File: src/rtl/pe_csa_mac.sv
`default_nettype none
// ============================================================================
// Module      : pe_csa_mac (with helper pe_csa_cpa)
// Description : Weight-stationary systolic PE. Signed 8x8 MAC that keeps the
//               running partial sum in carry-save form, plus a resolving CPA.
// Revision    : 1.0 - initial release
// ============================================================================

// Carry-propagate adder that resolves one carry-save pair into a binary sum.
module pe_csa_cpa #(
    parameter int W = 18
) (
    input  logic [W-1:0] a,
    input  logic [W-1:0] b,
    output logic [W:0]   sum
);

    assign sum = {1'b0, a} + {1'b0, b};

endmodule

module pe_csa_mac #(
    parameter  int SIZE = 4,
    localparam int PW   = $clog2(SIZE) + 16
) (
    input  logic          clk,
    input  logic          rst,
    input  logic          wload,
    input  logic [7:0]    weight,
    input  logic [7:0]    in,
    input  logic [PW-1:0] psum0,
    input  logic [PW-1:0] psum1,
    output logic [7:0]    weight_o,
    output logic [7:0]    in_o,
    output logic [PW-1:0] psum_o0,
    output logic [PW-1:0] psum_o1,
    output logic [PW:0]   psum_res
);

    // Baugh-Wooley correction: +2^8 and -2^15, the latter expressed mod 2^PW
    // so the product rows can live directly at the partial-sum width.
    localparam logic [PW-1:0] C_BW_CORR = ({PW{1'b1}} << 15) | (PW'(1) << 8);

    function automatic logic [PW-1:0] f_csa_sum(
        input logic [PW-1:0] x,
        input logic [PW-1:0] y,
        input logic [PW-1:0] z
    );
        return x ^ y ^ z;
    endfunction

    function automatic logic [PW-1:0] f_csa_cy(
        input logic [PW-1:0] x,
        input logic [PW-1:0] y,
        input logic [PW-1:0] z
    );
        logic [PW-1:0] m;
        m = (x & y) | (x & z) | (y & z);
        return {m[PW-2:0], 1'b0};
    endfunction

    logic [7:0]    r_wreg;
    logic [7:0]    r_in;
    logic [PW-1:0] r_row0;
    logic [PW-1:0] r_row1;

    logic [PW-1:0] w_pp [8];

    // Row j holds a_i*b_j at weight i+j; terms that mix exactly one sign bit
    // are complemented.
    always_comb begin
        for (int j = 0; j < 8; j++) begin
            w_pp[j] = '0;
            for (int i = 0; i < 8; i++) begin
                w_pp[j][i+j] = (r_wreg[i] & in[j]) ^ ((i == 7) != (j == 7));
            end
        end
    end

    // 3:2 tree reducing nine rows (eight partial products + correction) to two
    logic [PW-1:0] w_s1a, w_c1a, w_s1b, w_c1b, w_s1c, w_c1c;
    logic [PW-1:0] w_s2a, w_c2a, w_s2b, w_c2b;
    logic [PW-1:0] w_s3, w_c3;
    logic [PW-1:0] w_m0, w_m1;
    logic [PW-1:0] w_s5, w_c5;
    logic [PW-1:0] w_n0, w_n1;

    assign w_s1a = f_csa_sum(w_pp[0], w_pp[1], w_pp[2]);
    assign w_c1a = f_csa_cy (w_pp[0], w_pp[1], w_pp[2]);
    assign w_s1b = f_csa_sum(w_pp[3], w_pp[4], w_pp[5]);
    assign w_c1b = f_csa_cy (w_pp[3], w_pp[4], w_pp[5]);
    assign w_s1c = f_csa_sum(w_pp[6], w_pp[7], C_BW_CORR);
    assign w_c1c = f_csa_cy (w_pp[6], w_pp[7], C_BW_CORR);

    assign w_s2a = f_csa_sum(w_s1a, w_c1a, w_s1b);
    assign w_c2a = f_csa_cy (w_s1a, w_c1a, w_s1b);
    assign w_s2b = f_csa_sum(w_c1b, w_s1c, w_c1c);
    assign w_c2b = f_csa_cy (w_c1b, w_s1c, w_c1c);

    assign w_s3  = f_csa_sum(w_s2a, w_c2a, w_s2b);
    assign w_c3  = f_csa_cy (w_s2a, w_c2a, w_s2b);

    assign w_m0  = f_csa_sum(w_s3, w_c3, w_c2b);
    assign w_m1  = f_csa_cy (w_s3, w_c3, w_c2b);

    // 4:2 stage merging the product pair with the incoming partial sum pair
    assign w_s5  = f_csa_sum(w_m0, w_m1, psum0);
    assign w_c5  = f_csa_cy (w_m0, w_m1, psum0);
    assign w_n0  = f_csa_sum(w_s5, w_c5, psum1);
    assign w_n1  = f_csa_cy (w_s5, w_c5, psum1);

    always_ff @(posedge clk) begin
        if (rst) begin
            r_wreg <= '0;
            r_in   <= '0;
            r_row0 <= '0;
            r_row1 <= '0;
        end else begin
            if (wload) begin
                r_wreg <= weight;
            end
            r_in   <= in;
            r_row0 <= w_n0;
            r_row1 <= w_n1;
        end
    end

    assign weight_o = r_wreg;
    assign in_o     = r_in;
    assign psum_o0  = r_row0;
    assign psum_o1  = r_row1;

    pe_csa_cpa #(
        .W (PW)
    ) u_cpa (
        .a   (r_row0),
        .b   (r_row1),
        .sum (psum_res)
    );

endmodule
`default_nettype wire

File: config.mk
export PLATFORM = sky130hd
export DESIGN_NAME = pe_csa_mac
export DESIGN_NICKNAME = d
export VERILOG_FILES = /design/src/rtl/pe_csa_mac.sv
export SDC_FILE = /design/constraint.sdc
export NUM_CORES = 1
export LEC_CHECK = 0
export ABC_CLOCK_PERIOD_IN_PS = 6600
export CORE_ASPECT_RATIO = 1.75
export CORE_MARGIN = 2
export CORE_UTILIZATION = 53
export DETAILED_ROUTE_END_ITERATION = 8
export PLACE_DENSITY = 0.87
export SYNTH_ARGS = -nofsm -noshare
export SYNTH_HDL_FRONTEND = slang
export SYNTH_SLANG_ARGS = --single-unit
File: constraint.sdc
create_clock -name clk -period 6.6 [get_ports clk]
set_input_delay 1.32 -clock clk [delete_from_list [all_inputs] [get_ports clk]]
set_output_delay 1.32 -clock clk [all_outputs]
set_load 0.005 [all_outputs]
==> results.ini <==
[timing]
rsz0062_at_grt = false
finClkSkew_ps = 9.13
finalHoldViolCount = 0
finalCriticalPeriod_ps = 5120
relSlewSlack_pct = 38.8
finalSetupViolCount = 0
fmax_mhz = 195
fin_crit_sh_pct = 77.6
fin_tns_setup_ps = 0
whs_ps = 677
worstMarginPinSlew_ps = 919
finalMaxSlewViolations = 0

[logic_synthesis]
synth.mux.area_fraction_pct = 1.76
ys_seq_elements = 51
synthesis.instances = 460
synth_top_family_by_area = adder cells
synth-xor-area-share_pct = 3.08
ys_types = 38
synthAdderAreaFrac_pct = 42.2
synth_compound_area_share_pct = 6.32
syn-num-nets = 629
synth_warnings = 0
synth_top_area_share_pct = 29.0
synth_seq_area_share_pct = 22.4
synth-async-reset-ratio_pct = 0
yosys-top-cells-area = fa_1 (29%), dfxtp_1 (22%), ha_1 (13%)
synth_edf_count = 0
avgSynthCellArea_um2 = 9.91
synthTopCellsByCount = inv_1 (76), fa_1 (66), dfxtp_1 (51)
syn_area_mm2 = 0.00456
synth.most_common_cell = inv_1
yosys.area_share.simple_pct = 16.9
synth_flop_cell = dfxtp_1
synth_top_cell_by_area = fa_1

[pwr]
peakVddDrop_mv = 0.152
p_leak_nw = 2.77
power_density_mw_per_mm2 = 262

[grt]
grt_max_degree = 52
overflow = 0
grt_pass1_wl_um = 17500
track_usage_pct = 23.9
grt_antenna_before_repair = 0
grt_pass1_vias = 3800

[finish]
num-nets-final = 749
diodes = 0
seq_area_mm2 = 0.00102
fill_cells = 617
areaGrowthSynthToFinish_pct = 32.2
multi_input_area_mm2 = 0.00320
final_cell_area_mm2 = 0.00603
utilization_pct = 72.5
drive_gt1_share_pct = 2.58
stdcell_count = 696

[critical_path]
crit_arrival_ps = 5250
crit_path_end = psum_o0[8]
path_class = in -> reg
r2r-start = weight_o[2]
start_kind = input port
ff2ff_path_depth = 10
startpoint = in[5]
setup.worst_path.end_class = flip-flop
worstPathRequired_ps = 6730
reg2reg_to = psum_o0[8]
r2r_setup_slack_ps = 2640
cp_max_fo = 9

[clock_network]
cts_buffer_depth = 2
insertion_delay_ps = 290
h-tree-depth = 2
numCtsBuffers = 5
cts_hold_buf = 0
path_clk_slew_ps = 60
clock_sinks = 51
post_cts_buffers = 0
cts_tree = yes
post_cts_resized = 0
cts_root_buf = clkbuf_16

[place]
dp_cells = 688
routabilityCongestion = 0.832
hpwl_um = 8700
portBuffers = 124
placed_area_mm2 = 0.00589

[detailed_routing]
drtIter0Drc = 104
num_vias = 3489
drt-wirelength-per-cell_um = 15.0
viasPerCell = 5.01
detail-route-antenna-nets = 0
wirelength_um = 10400
drc = 0
first_pass_iters = 6

[die]
fp.dieArea_mm2 = 0.00939
io_pins = 126
core_area_mm2 = 0.00831
start_util_pct = 54.8
num_rows = 44
dieWidth_um = 74.1
fp.dieH_um = 127

[run_status]
status = completed

[worst_hold_path]
holdCritPathClass = reg -> reg

[job]
drv_cap = 0

-- state kept, by name, indices dropped and copies added (netlist names) --
register,flops
psum_o0,18
in_o,8
weight_o,8
psum_o1,17
-- kinds of logic (layout without fill, tap and decap cells) --
kind of cell | Yosys count | after routing
adder cells (fa/ha/maj) | 114 | 114
XOR/XNOR | 16 | 16
buffers and inverters | 87 | 208
flip-flops | 51 | 51
AO/OA/AOI/OAI | 38 | 38
other | 1 | 1
AND/OR/NAND/NOR | 145 | 145
multiplexers | 8 | 8
-- layout by cell type (no fill, tap or decap), types with 2 or more instances in the layout --
cell	Yosys	layout
clkdlybuf4s50_1	0	123
inv_1	76	76
fa_1	66	66
dfxtp_1	51	51
ha_1	48	48
and2_1	39	39
nor2b_1	36	36
nand2_1	32	32
nor2_1	24	24
xnor2_1	10	10
a21o_1	8	8
a21oi_1	8	8
mux2i_1	8	8
xor2_1	6	6
clkbuf_16	0	5
o211ai_1	3	3
nand2b_1	3	3
and3_1	3	3
a211oi_1	3	3
a21oi_2	2	2
o21ai_0	2	2
nand3_1	2	2
o31ai_2	2	2
a31oi_1	2	2
nor4_1	2	2
clkbuf_1	9	2
-- area by class of cell --
class	instances	share of cell area, %
multi-input combinational	322	53.1
clock inverter	1	0.0831
inverter	76	4.73
sequential	51	16.9
clock buffer	7	2.20
timing repair buffer	124	20.5
tap	115	2.39
-- per-stage QoR --
| step | setup slack, ps | power (mW) |
|---|---|---|
| 6_report | 1480 | 1.58 |
| 5_1_grt | 1330 | 1.72 |
| 4_1_cts | 1460 | 1.59 |
| 3_5_place_dp | 1190 | 1.34 |
| 3_3_place_gp | 1310 | 1.29 |
| 2_1_floorplan | 1930 | 0.923 |
-- worst max-delay path: stages --
cell and delay (ps):
clkdlybuf4s50_1 520, and2_1 230, fa_1 540, inv_1 60
fa_1 470, fa_1 550, inv_1 60, fa_1 450
fa_1 510, fa_1 400, nor2b_1 130
-- where the power goes --
group          leakage, nW  total [mW]  internal, mW  switching, mW
Combinational         2.28       0.925         0.527          0.398
Sequential           0.424       0.412         0.370         0.0418
Clock               0.0679       0.243         0.140          0.103
-- worst min-delay path by stage --
stage,from,slack (ps),cells past startpoint,endpoint
after floorplan,weight_o[1],570,2,weight_o[1]
after global placement,weight_o[1],650,2,weight_o[1]
after detailed placement,weight_o[2],660,2,weight_o[2]
after CTS,weight_o[2],680,2,weight_o[2]
after global routing,weight_o[3],710,2,weight_o[3]
final,weight_o[6],680,2,weight_o[6]
-- routing by layer --
layer  vias up  part of all wire, %  wire, µm  GRT usage [%]
met4         0                  3.4       352           10.1
met3        20                  3.4       356           1.59
met2       100                   56      5870           44.6
met1      1709                   37      3840           26.9
li1       1660                    -         -              -
met5         -                    0         0              0
Note: power is estimated with default switching activity, not from simulation.
